==> src/rtl/codec_pkg.sv <==
// Shared block-transform constants and the JPEG zig-zag scan table
// (zig-zag position -> raster address), also used by the inverse stage.
package codec_pkg;

    localparam int unsigned BLK_DIM = 8;
    localparam int unsigned BLK_SZ  = BLK_DIM * BLK_DIM;

    localparam logic [5:0] ZZ_ORDER [BLK_SZ] = '{
        6'd0,  6'd1,  6'd8,  6'd16, 6'd9,  6'd2,  6'd3,  6'd10,
        6'd17, 6'd24, 6'd32, 6'd25, 6'd18, 6'd11, 6'd4,  6'd5,
        6'd12, 6'd19, 6'd26, 6'd33, 6'd40, 6'd48, 6'd41, 6'd34,
        6'd27, 6'd20, 6'd13, 6'd6,  6'd7,  6'd14, 6'd21, 6'd28,
        6'd35, 6'd42, 6'd49, 6'd56, 6'd57, 6'd50, 6'd43, 6'd36,
        6'd29, 6'd22, 6'd15, 6'd23, 6'd30, 6'd37, 6'd44, 6'd51,
        6'd58, 6'd59, 6'd52, 6'd45, 6'd38, 6'd31, 6'd39, 6'd46,
        6'd53, 6'd60, 6'd61, 6'd54, 6'd47, 6'd55, 6'd62, 6'd63
    };

endpackage

==> src/rtl/ff_en.sv <==
// Enabled register with synchronous active-low reset to a fixed value.
module ff_en #(
    parameter int unsigned W       = 1,
    parameter logic [W-1:0] RST_VAL = '0
) (
    input  logic         clk,
    input  logic         rst_n,
    input  logic         en,
    input  logic [W-1:0] d,
    output logic [W-1:0] q
);

    always_ff @(posedge clk) begin
        if (!rst_n)
            q <= RST_VAL;
        else if (en)
            q <= d;
    end

endmodule

==> src/rtl/zigzag_lut.sv <==
// Combinational zig-zag position to raster address lookup.
module zigzag_lut
    import codec_pkg::*;
(
    input  logic [5:0] idx,
    output logic [5:0] addr
);

    always_comb begin
        addr = ZZ_ORDER[idx];
    end

endmodule

==> src/rtl/zigzag_buffer.sv <==
// Ping-pong 8x8 coefficient buffer: raster-indexed writes in any order,
// replay of each completed block in zig-zag order over valid/ready.
module zigzag_buffer
    import codec_pkg::*;
#(
    parameter int unsigned DATA_W = 12
) (
    input  logic              clk,
    input  logic              rst_n,
    input  logic              in_valid,
    input  logic [2:0]        in_u,
    input  logic [2:0]        in_v,
    input  logic [DATA_W-1:0] in_data,
    output logic              in_ready,
    output logic              out_valid,
    output logic [DATA_W-1:0] out_data,
    output logic [5:0]        out_idx,
    output logic              out_last,
    input  logic              out_ready
);

    logic [DATA_W-1:0] mem [2*BLK_SZ];

    logic [1:0] full;
    logic       wr_bank;
    logic       rd_bank;
    logic [5:0] rd_k;
    logic [5:0] rd_addr;

    logic       wr_fire;
    logic       closing;
    logic       rd_fire;
    logic       rd_done;
    logic [1:0] full_set;
    logic [1:0] full_clr;

    always_comb begin
        in_ready  = !full[wr_bank];
        wr_fire   = in_valid & in_ready;
        closing   = wr_fire & (in_u == 3'd7) & (in_v == 3'd7);
        out_valid = full[rd_bank];
        rd_fire   = out_valid & out_ready;
        rd_done   = rd_fire & (rd_k == 6'd63);
        out_idx   = rd_k;
        out_last  = out_valid & (rd_k == 6'd63);
        out_data  = mem[{rd_bank, rd_addr}];
    end

    // A bank being closed is never full and a bank being drained is always
    // full, so set and clear can never target the same flag in one cycle.
    always_comb begin
        full_set = '0;
        full_clr = '0;
        for (int unsigned b = 0; b < 2; b++) begin
            full_set[b] = closing & (wr_bank == b[0]);
            full_clr[b] = rd_done & (rd_bank == b[0]);
        end
    end

    always_ff @(posedge clk) begin
        if (wr_fire)
            mem[{wr_bank, in_u, in_v}] <= in_data;
    end

    zigzag_lut u_lut (
        .idx  (rd_k),
        .addr (rd_addr)
    );

    for (genvar g = 0; g < 2; g++) begin : g_full
        ff_en #(.W(1), .RST_VAL(1'b0)) u_full (
            .clk   (clk),
            .rst_n (rst_n),
            .en    (full_set[g] | full_clr[g]),
            .d     (full_set[g]),
            .q     (full[g])
        );
    end

    ff_en #(.W(1), .RST_VAL(1'b0)) u_wr_bank (
        .clk   (clk),
        .rst_n (rst_n),
        .en    (closing),
        .d     (~wr_bank),
        .q     (wr_bank)
    );

    ff_en #(.W(1), .RST_VAL(1'b0)) u_rd_bank (
        .clk   (clk),
        .rst_n (rst_n),
        .en    (rd_done),
        .d     (~rd_bank),
        .q     (rd_bank)
    );

    ff_en #(.W(6), .RST_VAL(6'd0)) u_rd_k (
        .clk   (clk),
        .rst_n (rst_n),
        .en    (rd_fire),
        .d     (rd_k + 6'd1),
        .q     (rd_k)
    );

endmodule

==> config.mk <==
export PLATFORM = sky130hd
export DESIGN_NAME = zigzag_buffer
export DESIGN_NICKNAME = d
export VERILOG_FILES = /design/src/rtl/codec_pkg.sv /design/src/rtl/ff_en.sv /design/src/rtl/zigzag_lut.sv /design/src/rtl/zigzag_buffer.sv
export SDC_FILE = /design/constraint.sdc
export NUM_CORES = 2
export LEC_CHECK = 0
export ABC_AREA = 1
export CAP_MARGIN = 20
export CORE_ASPECT_RATIO = 0.75
export CORE_MARGIN = 2
export CORE_UTILIZATION = 45
export CTS_CLUSTER_DIAMETER = 120
export DETAILED_ROUTE_END_ITERATION = 10
export PLACE_DENSITY = 0.61
export SLEW_MARGIN = 20
export SYNTH_ARGS = -nofsm -noshare
export SYNTH_HDL_FRONTEND = slang
export SYNTH_HIERARCHICAL = 1
export SYNTH_SLANG_ARGS = --single-unit
==> constraint.sdc <==
create_clock -name clk -period 4.5 [get_ports clk]
set_input_delay 1.125 -clock clk [delete_from_list [all_inputs] [get_ports clk]]
set_output_delay 1.125 -clock clk [all_outputs]
set_load 0.05 [all_outputs]
# Yosys cells after proc, flatten, opt, wreduce, memory -nomap -nowiden
# Memories as Yosys holds them, arrays and structs flattened.
# Index checks and enable logic that the tools add are counted.
[classes]
add_sub_neg = 1
n_lt_le_gt_ge = 3
n_eq_ne = 3
mux = 8
n_bitwise = 15
reduce_logical = 1
[ops]
columns = ["cell", "n"]
rows = [
  ["2-to-1 mux 6 bit", 2],
  ["bitwise AND 1 bit", 10],
  [">= comparator 7 bit, second input constant", 1],
  ["NOT 6 -> 7 bit", 1],
  ["adder 6 x 1 -> 6 bit, second input constant", 1],
  ["== test 3 bit, second input constant", 2],
  ["== test 6 bit, second input constant", 1],
  ["2-to-1 mux 1 bit", 6],
  ["< comparator 1 x 2 -> 1 bit, second input constant", 2],
  ["NOT 1 bit", 2],
  ["bitwise OR 1 bit", 2],
  ["logical NOT 1 bit", 1],
]
[totals]
regBits = 10
mem_bits_rw = 1536
mem_bits_ro = 384
in_bits = 22
out_inout_bits = 21
word_cells = 38
memories = 2
[memory_table]
columns = ["name", "depth", "width", "rd", "rd_ports_with_merged_regs", "write_ports", "line", "source"]
rows = [
  ["mem", 128, 12, 1, 0, 1, "zigzag_buffer.sv:22", "logic [DATA_W-1:0] mem [2*BLK_SZ];"],
  ["(name not given)", 64, 6, 1, 0, 0, "zigzag_lut.sv:10", "addr = ZZ_ORDER[idx];"],
]

# Depth between registers and ports, before layout
[depth]
depth_word = 8
depth_mapped = 25
ltp_nobuf = 21

# Modules after synthesis
# The synthesis kept the hierarchy.
[modules_own_cells]
columns = ["module", "instances", "cells_each", "area_each_um2", "seq_area_each_um2"]
rows = [
  ["zigzag_buffer", 1, 5268, 62633.8, 46124.2],
  ["zigzag_lut", 1, 158, 789.5, 0.0],
  ["ff_en (u_rd_k)", 1, 37, 256.5, 120.1],
  ["ff_en (g_full[0].u_full ...)", 4, 6, 41.3, 20.0],
]

# Worst setup path after synthesis
# No wires, ideal clock.
[synth_path]
path_type = "register to output"
start = "register u_rd_k.q[0]"
end = "output out_data[10]"
arrival_ns = 3.384
required_time_ns = 3.375
setup_slack_ns = -0.009
path_stages_with_launch = 26
path_buffers = 4
cell_sequence = "dfxtp_1 > inv_1 > ha_1 > inv_1 > nand2_1 > nand3_1 > nand2_1 > nand2_1 > nand2_1 > nand2_1 > inv_1 > buf_4 > inv_4 > buf_8 > buf_6 > buf_6 > nand2_1 > nand3_1 > nand3_1 > nand3_1 > nand2_1 > nand2_1 > nand3_1 > nand2_1 > nand2_1 > nand2_1"
[synth_between]
elab_chain_len = 5
[synth_lines]
columns = ["item", "line", "source"]
rows = [
  ["from (decl)", "ff_en.sv:10", "output logic [W-1:0] q"],
  ["from (signal assigned)", "ff_en.sv:15", "q <= RST_VAL;"],
  ["from (signal assigned)", "ff_en.sv:17", "q <= d;"],
  ["NOT 6 -> 7 bit (not written as such)", "zigzag_lut.sv:10", ""],
  ["memory read (64 x 6 bit)", "--", ""],
  ["2-to-1 mux 6 bit (not written as such) (2 in series)", "zigzag_lut.sv:10", ""],
  ["named net rd_addr[0]", "zigzag_buffer.sv:28", "logic [5:0] rd_addr;"],
  ["memory read (128 x 12 bit)", "--", ""],
  ["to (decl)", "zigzag_buffer.sv:16", "output logic [DATA_W-1:0] out_data,"],
]
# The timed path passes the listed nets, and every way through them passes these cells. The select of a mux whose other input is x is not followed.

# Worst setup path after layout
[layout_path]
start = "register u_rd_k.q[1]"
end = "output out_data[5]"
# Same word-level chain as after synthesis.

==> results.yml <==
die:
  start_util_pct: 45.42
  fp.dieH_um: 330.2
  core_area_um2: 140600
  dieWidth_um: 438.9
  die-area_um2: 144900
  rows: 119
  io_pins: 43
place:
  hpwl_mm: 106.0
  post_dp_cell_area_um2: 68610
  gp_congestion: 0.9003
  dp_slack_ns: -0.2335
  portBuffers: 42
hold_path:
  hold_path.class: "register to register"
  worstHoldStart: "g_full[1].u_full/q$_SDFFE_PN0P_"
run_status:
  violations: "design-rule violations, negative setup slack"
  status: "finished, violations left"
power:
  leakagePower_nw: 28.30
  p_sw_share_pct: 21.23
  switchingPower_w: 0.006192
  intPower_w: 0.02298
  pwr-share-comb_pct: 3.5
  peakVddDrop_uv: 312.8
  p_per_area_nw_per_um2: 373.4
  p_seq_share_pct: 54.4
  clkPwrFrac_pct: 42.1
timing:
  slew_headroom_pct: 26.26
  skew_ns: 0.03236
  slew_viol_final: 0
  finalCriticalPeriod_ns: 5.031
  setup_ws_ns: -0.5314
  setup_viol: 12
  rsz0062_at_grt: "yes"
  min_period_over_period_pct: 111.8
  fmax_mhz: 198.8
  hold_viol: 0
  worstMarginPinSlew_ns: 1.106
synth:
  ys_seq_elements: 1546
  synth-simple-area-share_pct: 23.52
  ys_top_cells_by_area: "edfxtp_1, nand2_1, nand3_1"
  syn-num-nets: 5523
  synthAdderAreaFrac_pct: 0.2744
  synthCells: 5487
  synth_top_family_by_area: "simple AND/OR/NAND/NOR gates"
  synth_area_um2: 63840
  synth-compound-area-share_pct: 0.1097
  synthXorXnorAreaFrac_pct: 0.05487
  async_reset_ff_share_pct: 0
  yosys_warnings: 6
  synth-edff-count: 1536
  synth_mux_area_share_pct: 0
  synth.top_cell.area_share_pct: 72.24
  synth-main-ff-cell: "edfxtp_1"
  ys_seq_area_share_pct: 72.56
  ys_types: 30
  synth_area_per_cell_um2: 11.64
  synth_top_cell_by_area: "edfxtp_1"
clock_tree:
  clock-root-buffer: "clkbuf_16"
  cts_tree: "done"
  clock_latency_ns: 0.79
  htreeDepth: 4
  clk_path_buf_depth: 3
  clock-sinks: 1546
  cts.clk_slew.worst_paths_ns: 0.07
  cts_inserted_buffers: 146
routing:
  drtAntennaViolNets: 0
  post_drt_wl_per_cell_um: 24.72
  vias: 44599
  drt_iter0_drc: 5386
  drcViolationCount: 1
  viasPerCell: 5.720
  wirelength_mm: 192.7
  drtPass1Iterations: 9
final_layout:
  n_antenna_cell: 0
  area_growth_pct: 22.37
  drive_gt1_share_pct: 19.76
  fin_util_pct: 55.58
  nets: 5838
  fin_area_um2: 78120
setup_path:
  crit_start: "u_rd_k/q[1]$_SDFFE_PN0P_"
  worstSetupPathType: "register to output port"
  cp.arrival_ns: 3.91
  reg2reg_from: "u_wr_bank/q$_SDFFE_PN0P_"
  crit_fanout: 8
  worst_setup_path_end_kind: "output port"
  crit_path_start_kind: "register"
  worstPathRequired_ns: 3.38
global_routing:
  grt_overflow_total: 0
  grtUsageTotal_pct: 26.00
  grt_start_max_net_pins: 129
  grt_pass1_vias: 41816
  antenna_found_initial: 1
  grt_pass1_wl_mm: 279.4
flow_run:
  maxCapViolCount: 0
==> final timing paths <==
check,endpoint,cells past startpoint,slack [ns]
worst min-delay path,g_full[1].u_full/q$_SDFFE_PN0P_,2,0.51
worst max-delay path,out_data[5],24,-0.53
worst min register to register,g_full[1].u_full/q$_SDFFE_PN0P_,2,0.51
worst max register to register,mem[106][8]$_DFFE_PP_,6,1.44
==> kinds of logic after synthesis <==
family                   after synthesis
AO/OA/AOI/OAI                         13
flip-flops                          1546
buffers and inverters                401
XOR/XNOR                               4
AND/OR/NAND/NOR                     3509
adder cells (fa/ha/maj)               14
==> cell type report <==
class / count / area (um^2)
Fill cell: 11505 / 62430
Sequential cell: 1546 / 46330
Multi-Input combinational cell: 3540 / 17470
Timing Repair Buffer: 514 / 6945
Clock buffer: 182 / 3915
Tap cell: 1875 / 2346
Clock inverter: 86 / 773.2
Inverter: 50 / 285.3
Timing Repair inverter: 4 / 61.31
==> synthesized netlist by cell type, types with 10 or more instances <==
| cell | number |
|---|---|
| inv_1 | 43 |
| nand2_1 | 1900 |
| nand3_1 | 1407 |
| clkbuf_1 | 62 |
| buf_1 | 32 |
| ha_1 | 14 |
| buf_6 | 45 |
| buf_4 | 33 |
| nor2_2 | 10 |
| nor2_1 | 174 |
| dfxtp_1 | 10 |
| nand4_1 | 10 |
| buf_2 | 176 |
| edfxtp_1 | 1536 |
==> flip-flops by register name, indices dropped and copies added (netlist names) <==
| signal | count |
|---|---|
| u_wr_bank/q | 1 |
| u_rd_bank/q | 1 |
| u_rd_k/q | 6 |
| g_full.u_full/q | 2 |
| mem | 1536 |
==> power groups by stage <==
stage | combinational [W] | clock [W] | sequential [W]
floorplan | 0.000306 | 0 | 0.0162
global placement | 0.000847 | 0 | 0.0162
detailed placement | 0.000856 | 0 | 0.0162
CTS | 0.000976 | 0.0124 | 0.0159
global route | 0.00107 | 0.0129 | 0.0159
finish | 0.00102 | 0.0123 | 0.0159
==> placed cells by master, fill, tap and decap left out, types with 18 or more instances in the layout <==
cell	instances
inv_1	36
clkinv_1	30
nand3_4	22
edfxtp_1	1536
clkbuf_16	170
buf_16	44
nand2_1	1729
nand3_2	226
nor2_1	172
nand3_1	1159
nand2_4	50
nand2_2	121
clkdlybuf4s50_1	18
clkbuf_1	29
buf_6	33
buf_12	112
buf_4	271
clkinv_2	27
==> what timing repair did <==
action | in CTS | in global routing
gates cloned | 38 | 21
pin swaps | 108 | 102
endpoints found under the setup margin | 12 | 12
hold buffers | 0 | 0
gates resized for setup | 435 | 224
buffers inserted | 38 | 18
==> metal layers <==
layer	wire, um	part of all wire (%)	track usage, %
met4	5783	3.0	8.412
met3	18890	9.8	4.313
met2	87930	46	40.11
met5	0	0	0
met1	80110	42	37.78
==> worst max-delay path, cell delays in order, from the launching register on <==
cell and delay [ns]:
dfxtp_2 0.35, inv_2 0.06, ha_4 0.29, buf_4 0.10, nand2_1 0.04, nand2_1 0.07
nor2_1 0.05, nor2_1 0.11, nand2_1 0.07, nand2_2 0.13, clkinv_8 0.15, clkinv_16 0.13
buf_16 0.17, buf_12 0.13, buf_4 0.11, nand3_1 0.12, nand3_1 0.12, nand3_2 0.14
nand2_1 0.10, nand2_1 0.09, nand3_2 0.10, nand2_2 0.08, nand2_2 0.09, nand2_4 0.09
buf_12 0.16
==> metrics by stage <==
stage	setup TNS (ns)	hold slack, ns	total power, W	std cells
floorplan	0	0.4633	0.01648	5487
global placement	-2.510	0.4780	0.01702	7421
detailed placement	-1.489	0.4818	0.01703	7421
CTS	-5.834	0.4995	0.02924	7764
global route	-6.973	0.5139	0.02986	7797
finish	-5.782	0.5050	0.02917	7797
(Power assumes the default switching activity.)
